$ cat src/rtl/rv_pkg.sv
// Shared constants and types for the RV32M multiply/divide unit.
package rv_pkg;

   localparam logic [2:0] F3_MUL    = 3'd0;
   localparam logic [2:0] F3_MULH   = 3'd1;
   localparam logic [2:0] F3_MULHSU = 3'd2;
   localparam logic [2:0] F3_MULHU  = 3'd3;
   localparam logic [2:0] F3_DIV    = 3'd4;
   localparam logic [2:0] F3_DIVU   = 3'd5;
   localparam logic [2:0] F3_REM    = 3'd6;
   localparam logic [2:0] F3_REMU   = 3'd7;

   localparam logic [31:0] INT_MIN = 32'h8000_0000;
   localparam logic [31:0] NEG_ONE = 32'hFFFF_FFFF;

   typedef enum logic [1:0] {
      IDLE = 2'd0,
      BUSY = 2'd1,
      DONE = 2'd2
   } muldiv_state_t;

endpackage

$ cat src/rtl/muldiv_sign.sv
// Sign handling around the unsigned iterative core: operand magnitudes, result sign,
// divide special cases, and the final conditional negate with high/low select.
module muldiv_sign
   import rv_pkg::*;
#(
   parameter int unsigned W = 32
) (
   input  logic [2:0]   funct3_i,
   input  logic [W-1:0] op1_i,
   input  logic [W-1:0] op2_i,
   output logic [W-1:0] abs1_o,
   output logic [W-1:0] abs2_o,
   output logic         neg_o,
   output logic         special_o,
   output logic [W-1:0] special_res_o,
   input  logic [2:0]   post_funct3_i,
   input  logic         post_neg_i,
   input  logic [W-1:0] post_hi_i,
   input  logic [W-1:0] post_lo_i,
   output logic [W-1:0] result_o
);

   logic           s1, s2, n1, n2, is_div, is_rem, ovf;
   logic [2*W-1:0] val, res;

   always_comb begin
      s1     = funct3_i inside {F3_MUL, F3_MULH, F3_MULHSU, F3_DIV, F3_REM};
      s2     = funct3_i inside {F3_MUL, F3_MULH, F3_DIV, F3_REM};
      n1     = s1 & op1_i[W-1];
      n2     = s2 & op2_i[W-1];
      abs1_o = n1 ? -op1_i : op1_i;
      abs2_o = n2 ? -op2_i : op2_i;
      is_div = funct3_i[2];
      is_rem = funct3_i[2] & funct3_i[1];
      // Remainder takes the dividend's sign; products and quotients use the XOR.
      neg_o  = is_rem ? n1 : (n1 ^ n2);
      ovf    = (funct3_i == F3_DIV || funct3_i == F3_REM) &&
               (op1_i == INT_MIN) && (op2_i == NEG_ONE);
      special_o     = is_div && ((op2_i == '0) || ovf);
      special_res_o = '0;
      if (op2_i == '0) begin
         special_res_o = is_rem ? op1_i : '1;
      end else if (ovf) begin
         special_res_o = is_rem ? '0 : INT_MIN;
      end
   end

   always_comb begin
      if (!post_funct3_i[2]) begin
         val = {post_hi_i, post_lo_i};
      end else if (post_funct3_i[1]) begin
         val = {{W{1'b0}}, post_hi_i};
      end else begin
         val = {{W{1'b0}}, post_lo_i};
      end
      res      = post_neg_i ? -val : val;
      result_o = (!post_funct3_i[2] && post_funct3_i != F3_MUL) ? res[2*W-1:W] : res[W-1:0];
   end

endmodule

$ cat src/rtl/muldiv_unit.sv
// Iterative RV32M multiply/divide unit: radix-2 shift-add multiply and restoring divide,
// one bit per cycle over 32 cycles, with a pipeline stall request while working.
module muldiv_unit
   import rv_pkg::*;
#(
   parameter int unsigned W = 32
) (
   input  logic         i_clk,
   input  logic         i_rst,
   input  logic         i_start,
   input  logic [2:0]   i_funct3,
   input  logic         i_flush,
   input  logic [W-1:0] i_op1,
   input  logic [W-1:0] i_op2,
   output logic         o_stall,
   output logic         o_valid,
   output logic [W-1:0] o_result
);

   muldiv_state_t state_q, state_d;
   logic [2:0]    funct3_q, funct3_d;
   logic          neg_q, neg_d;
   logic [4:0]    cnt_q, cnt_d;
   logic [W:0]    acc_q, acc_d;
   logic [W-1:0]  lo_q, lo_d;
   logic [W-1:0]  b_q, b_d;
   logic [W-1:0]  result_q, result_d;

   logic [W-1:0]  abs1, abs2, special_res, post_result;
   logic          neg, special, accept;
   logic [W:0]    mul_sum, div_shift, div_sub;
   logic          div_ge;

   muldiv_sign #(
      .W(W)
   ) u_sign (
      .funct3_i      (i_funct3),
      .op1_i         (i_op1),
      .op2_i         (i_op2),
      .abs1_o        (abs1),
      .abs2_o        (abs2),
      .neg_o         (neg),
      .special_o     (special),
      .special_res_o (special_res),
      .post_funct3_i (funct3_q),
      .post_neg_i    (neg_q),
      .post_hi_i     (acc_d[W-1:0]),
      .post_lo_i     (lo_d),
      .result_o      (post_result)
   );

   assign accept = (state_q == IDLE) && i_start && !i_flush;

   // Iteration datapath: {acc, lo} is the product shifter for multiply; for divide acc is
   // the partial remainder and lo holds the dividend with quotient bits shifting in.
   always_comb begin
      funct3_d  = funct3_q;
      neg_d     = neg_q;
      cnt_d     = cnt_q;
      acc_d     = acc_q;
      lo_d      = lo_q;
      b_d       = b_q;
      mul_sum   = acc_q + {1'b0, (lo_q[0] ? b_q : {W{1'b0}})};
      div_shift = {acc_q[W-1:0], lo_q[W-1]};
      div_ge    = div_shift >= {1'b0, b_q};
      div_sub   = div_shift - {1'b0, b_q};
      if (accept) begin
         funct3_d = i_funct3;
         neg_d    = neg;
         cnt_d    = 5'd31;
         acc_d    = '0;
         lo_d     = abs1;
         b_d      = abs2;
      end else if (state_q == BUSY) begin
         cnt_d = (cnt_q == 5'd0) ? 5'd0 : cnt_q - 5'd1;
         if (!funct3_q[2]) begin
            acc_d = {1'b0, mul_sum[W:1]};
            lo_d  = {mul_sum[0], lo_q[W-1:1]};
         end else begin
            acc_d = div_ge ? div_sub : div_shift;
            lo_d  = {lo_q[W-2:0], div_ge};
         end
      end
   end

   always_comb begin
      state_d  = state_q;
      result_d = result_q;
      o_stall  = 1'b0;
      o_valid  = 1'b0;
      unique case (state_q)
         IDLE: begin
            if (accept) begin
               o_stall = 1'b1;
               if (special) begin
                  state_d  = DONE;
                  result_d = special_res;
               end else begin
                  state_d = BUSY;
               end
            end
         end
         BUSY: begin
            o_stall = 1'b1;
            if (cnt_q == 5'd0) begin
               state_d  = DONE;
               result_d = post_result;
            end
         end
         DONE: begin
            o_valid = 1'b1;
            state_d = IDLE;
         end
         default: state_d = IDLE;
      endcase
      if (i_flush) begin
         state_d  = IDLE;
         result_d = result_q;
      end
   end

   always_ff @(posedge i_clk) begin
      if (i_rst) begin
         state_q  <= IDLE;
         funct3_q <= '0;
         neg_q    <= 1'b0;
         cnt_q    <= '0;
         acc_q    <= '0;
         lo_q     <= '0;
         b_q      <= '0;
         result_q <= '0;
      end else begin
         state_q  <= state_d;
         funct3_q <= funct3_d;
         neg_q    <= neg_d;
         cnt_q    <= cnt_d;
         acc_q    <= acc_d;
         lo_q     <= lo_d;
         b_q      <= b_d;
         result_q <= result_d;
      end
   end

   assign o_result = result_q;

endmodule

$ cat config.mk
export PLATFORM = sky130hd
export DESIGN_NAME = muldiv_unit
export DESIGN_NICKNAME = d
export VERILOG_FILES = /design/src/rtl/rv_pkg.sv /design/src/rtl/muldiv_sign.sv /design/src/rtl/muldiv_unit.sv
export SDC_FILE = /design/constraint.sdc
export NUM_CORES = 1
export LEC_CHECK = 0
export CORE_MARGIN = 2
export CORE_UTILIZATION = 51
export CTS_BUF_LIST = sky130_fd_sc_hd__clkbuf_16
export CTS_CLUSTER_DIAMETER = 100
export DETAILED_ROUTE_END_ITERATION = 16
export PLACE_DENSITY = 0.7
export SLEW_MARGIN = 20
export SYNTH_ARGS = -nofsm -noshare
export SYNTH_HDL_FRONTEND = slang
export SYNTH_SLANG_ARGS = --single-unit
export TNS_END_PERCENT = 30
$ cat constraint.sdc
create_clock -name i_clk -period 6.2 [get_ports i_clk]
set_clock_uncertainty 0.15 [all_clocks]
set_input_delay 1.24 -clock i_clk [delete_from_list [all_inputs] [get_ports i_clk]]
set_output_delay 1.24 -clock i_clk [all_outputs]
set_load 0.01 [all_outputs]
==> results of run 1 <==
critical path: stages (launching register included):
cell and delay [ns]:
dfxtp_1 0.43, ha_1 0.55, nand4_2 0.24, or3_4 0.45, a211o_4 0.32, a211oi_4 0.48, buf_4 0.30, or4_1 0.14
o21ai_0 0.17, nor2_1 0.26, ha_1 0.22, nor2b_1 0.32, nand4_1 0.34, nor4_2 0.25, buf_4 0.23, nand4_1 0.16
nor2_1 0.17, mux2_2 0.34, o311a_1 0.29
sequential cells by signal, indices dropped and copies added, names as in the netlist:
register  flops
acc_q        33
b_q          32
lo_q         32
o_result     32
cnt_q         5
funct3_q      3
state_q       2
neg_q         1
power breakdown:
part | switching, mW | internal [mW]
Combinational | 0.740 | 0.414
Clock | 0.480 | 0.592
Sequential | 0.0522 | 0.937
Total | 1.27 | 1.94
logic make-up (layout without fill, tap and decap cells):
group | after synthesis | count (layout) | share of synthesized area, %
other | 0 | 1 | 0
flip-flops | 140 | 140 | 17.0
multiplexers | 60 | 60 | 3.78
adder cells (fa/ha/maj) | 71 | 71 | 5.47
buffers and inverters | 241 | 343 | 5.95
AND/OR/NAND/NOR | 890 | 890 | 26.9
XOR/XNOR | 116 | 116 | 6.15
AO/OA/AOI/OAI | 849 | 849 | 34.8
how the worst max path moves through the flow:
stage | start | to | depth (start not counted)
6_report | acc_q[12] | o_result[20] | 18
5_1_grt | b_q[14] | o_result[20] | 19
3_3_place_gp | i_op1[3] | o_result[5] | 16
4_1_cts | b_q[14] | o_result[20] | 19
2_1_floorplan | i_op1[3] | o_result[20] | 15
3_5_place_dp | i_op1[3] | o_result[5] | 16
through the flow:
step / cell area [sq um] / hold WS (ns) / util, %
final: 19100 / 0.332 / 60.1
after global routing: 19100 / 0.365 / 60.1
after CTS: 19000 / 0.336 / 60.0
after detailed placement: 18500 / 0.326 / 58.2
after global placement: 18500 / 0.317 / 58.2
after floorplan: 16500 / 0.290 / -
cell type report:
class,instances,area share [%]
clock inverters,15,0.788
repair buffers,240,11.2
inverters,71,1.40
well taps,402,2.64
clock buffers,17,2.23
diodes,1,0.0131
flip-flops and latches,140,14.7
multi-input cells,1986,67.0
routing by layer:
metal	vias up	share of wire [%]	GRT usage [%]
met2	1455	42	67.5
met1	9456	39	57.2
met4	6	6.6	24.6
met5	-	0.051	0
met3	327	12	12.9
li1	9087	-	-
Yosys cell counts, types with 11 or more instances:
master,count
o31ai_1,22
nand3_1,63
a41oi_1,18
a31oi_1,40
and2_1,62
ha_1,69
buf_1,19
nand4_1,42
nor4_1,22
o21ai_0,175
o21a_1,24
and3_1,19
nand2b_1,14
or3_1,29
a222oi_1,12
buf_2,18
xnor2_1,71
clkbuf_1,122
o211ai_1,29
inv_1,70
xor2_1,45
a21oi_1,215
nor3_1,57
nor2_1,249
a211oi_1,65
mux2i_1,41
a21o_1,31
dfxtp_1,140
o21ai_1,13
nor2b_1,11
o221ai_1,23
nand2_1,245
a221oi_1,13
mux2_2,17
or2_2,13
placed cells by master (no fill, tap or decap), types with 18 or more instances in the layout:
| cell | instances |
|---|---|
| xor2_1 | 45 |
| ha_1 | 69 |
| a31oi_1 | 40 |
| nand2_1 | 245 |
| and2_1 | 62 |
| and3_1 | 19 |
| inv_1 | 72 |
| nand3_1 | 63 |
| o21ai_0 | 175 |
| a21o_1 | 31 |
| nand4_1 | 42 |
| xnor2_1 | 71 |
| o211ai_1 | 29 |
| o21a_1 | 23 |
| a41oi_1 | 18 |
| o221ai_1 | 23 |
| nor3_1 | 57 |
| a211oi_1 | 65 |
| or3_1 | 29 |
| buf_4 | 131 |
| clkdlybuf4s50_1 | 103 |
| mux2i_1 | 41 |
| nor4_1 | 21 |
| nor2_1 | 248 |
| dfxtp_1 | 139 |
| a21oi_1 | 215 |
| o31ai_1 | 22 |
timing repair:
item | CTS | global route
hold endpoints to repair | 0 | 0
setup endpoints to repair | 0 | 2
buffers inserted | 0 | 2
==> impl_summary.log, run 1 <==
[metrics] Initial Utilization: between 50% and 60%
[metrics] cells after synthesis: 2,367
[metrics] number of max-cap violations: 0
[metrics] Post-CTS Hold Buffers: 0
[metrics] height of the chip: ~180 um
[metrics] count of warnings emitted by yosys: 0
[metrics] gp weighted congestion: roughly 1.0
[metrics] worst-case vdd ir drop: about 220 uV
[metrics] signal arrival time at the worst endpoint: roughly 6 ns
[metrics] slew at the pin with the worst max-slew slack: 1.12 ns
[metrics] tightest slew margin relative to the limit: 25.5%
[metrics] Antenna Nets Post-Route: 0
[metrics] source-to-sink clock delay at the later pin of the worst-skew pair: around 0.47 ns
[metrics] quantity of I/O buffers inserted on ports: 104
[metrics] Worst setup SP type: flip-flop
[metrics] first-pass GRT wire length: about 110 mm
[metrics] Fmax: approximately 0.17 GHz
[metrics] Post-synth EDFFs: 0
[metrics] DRC viols: 0
[metrics] portion of synthesized cell area occupied by the leading cell type: ~17%
[metrics] placeable core area: approximately 0.032 sq mm
[metrics] number of vias in the routed layout: just over 20,000
[metrics] Hold Vio Cnt, Final: 0
[metrics] reg-to-reg startpoint: acc_q[12]
[metrics] die width: roughly 180 um
[metrics] final slew viol count: 0
[metrics] Num Clock Sinks: between 100 and 150
[metrics] number of antenna violations at the first check in global routing: 5
[metrics] type of element capturing the critical path: flip-flop
[metrics] maximum level of the CTS H-tree: 4
[metrics] layout cells sized above 1: between 10% and 20%
[metrics] mean cell area of the mapped netlist: approximately 7.0 sq um
[metrics] Total Die Area: 0.0338 sq mm
[metrics] Finish-stage setup viols: 0
[metrics] unique cell type count in the Yosys netlist: about 110
[metrics] combined flip-flop and latch cell area: around 0.0028 sq mm
[metrics] category of the critical setup timing path: flip-flop to flip-flop
[metrics] via density per instance: ~7
[metrics] TritonCTS clock tree: built
[metrics] Hold Crit Start: b_q[0]
[metrics] maximum number of pins on one net before global-route repair: 90
[metrics] total global-route track usage: 44.7%
[metrics] Congestion Overflow GR: 0
[metrics] required time of the worst setup path: 6.39 ns
[metrics] Clk Tree Root Cell: clkbuf_16
[metrics] total area of multi-input combinational cells: about 0.013 sq mm
[metrics] Tcrit/Tclk final: 96.0%
[metrics] cell types occupying the most area after synthesis: dfxtp_1 17%, a21oi_1 6.5%, nor2_1 5.7%
[metrics] setup slack on the worst flop-to-flop path: 0.25 ns
[metrics] average detailed-routed wire length per instance: ~27 um
[metrics] number of buffers between clock root and the deepest sink: 2
[metrics] cell area after technology mapping: 0.0165 sq mm
[metrics] setup total negative slack: 0 ns
[metrics] critical path peak fanout: 13
[metrics] count of nets after finishing: approximately 2,600
[metrics] status: finished clean
[metrics] cell depth of the worst min-delay path: 2
[metrics] synthesized net count: about 2,500
[metrics] share of flip-flops with an asynchronous set or reset after synthesis: 0%
[metrics] slack of the critical path: roughly 0.25 ns
[metrics] type of the tightest min-delay check: flip-flop to flip-flop
[metrics] R2R cell count: 18
[metrics] standard-cell row count: 65
[metrics] hold endpoint: b_q[0]
[metrics] pre-CTS setup slack: between 0.15 and 0.2 ns
[metrics] half-perimeter wire length of the detailed placement result: between 50 and 60 mm
[metrics] fillers: 3,040
[metrics] #FFs+latches synth: between 100 and 150
[metrics] predominant post-synthesis flop cell: dfxtp_1
[metrics] FF-to-FF End: o_result[20]
[metrics] final non-filler cell total: ~2,900
[metrics] final critical delay including setup and external delays: between 5 and 6 ns
[metrics] LEAKAGE: 7.27 nW
[metrics] Num CTS Buffers: 17
[metrics] share of synthesized area occupied by flip-flops and latches: between 10% and 20%
[metrics] quantity of gates resized following cts: 0
[metrics] area delta synth->final: 15.4%
[metrics] number of detailed-route iterations in the first pass: 8
[metrics] Power Total: approximately 3.2 mW
[metrics] clock-pin transition on the worst setup and hold timing paths: 0.07 ns
[metrics] number of I/O pins: between 100 and 150
[metrics] RSZ-0062 raised after global routing: false
[metrics] cell type with the highest aggregate area in the netlist: dfxtp_1
[metrics] initial detailed-routing violation count: about 3,100
[metrics] total wirelength of the detailed-routed design: roughly 77 mm
[metrics] placed cell count: 2,837
[metrics] via count of the first global-routing pass: ~19,000
[metrics] power density over the cells: between 150 and 200 mW/mm^2
No activity file was read; power rests on OpenSTA's default activity.
==> run 2: changes to the inputs <==
- ABC_CLOCK_PERIOD_IN_PS: not set -> 6200
- CTS_CLUSTER_DIAMETER: 100 -> not set
- SKIP_LAST_GASP: not set -> 1
==> results of run 2 <==
Final layout, timing and power as in run 1 (identical DEF).
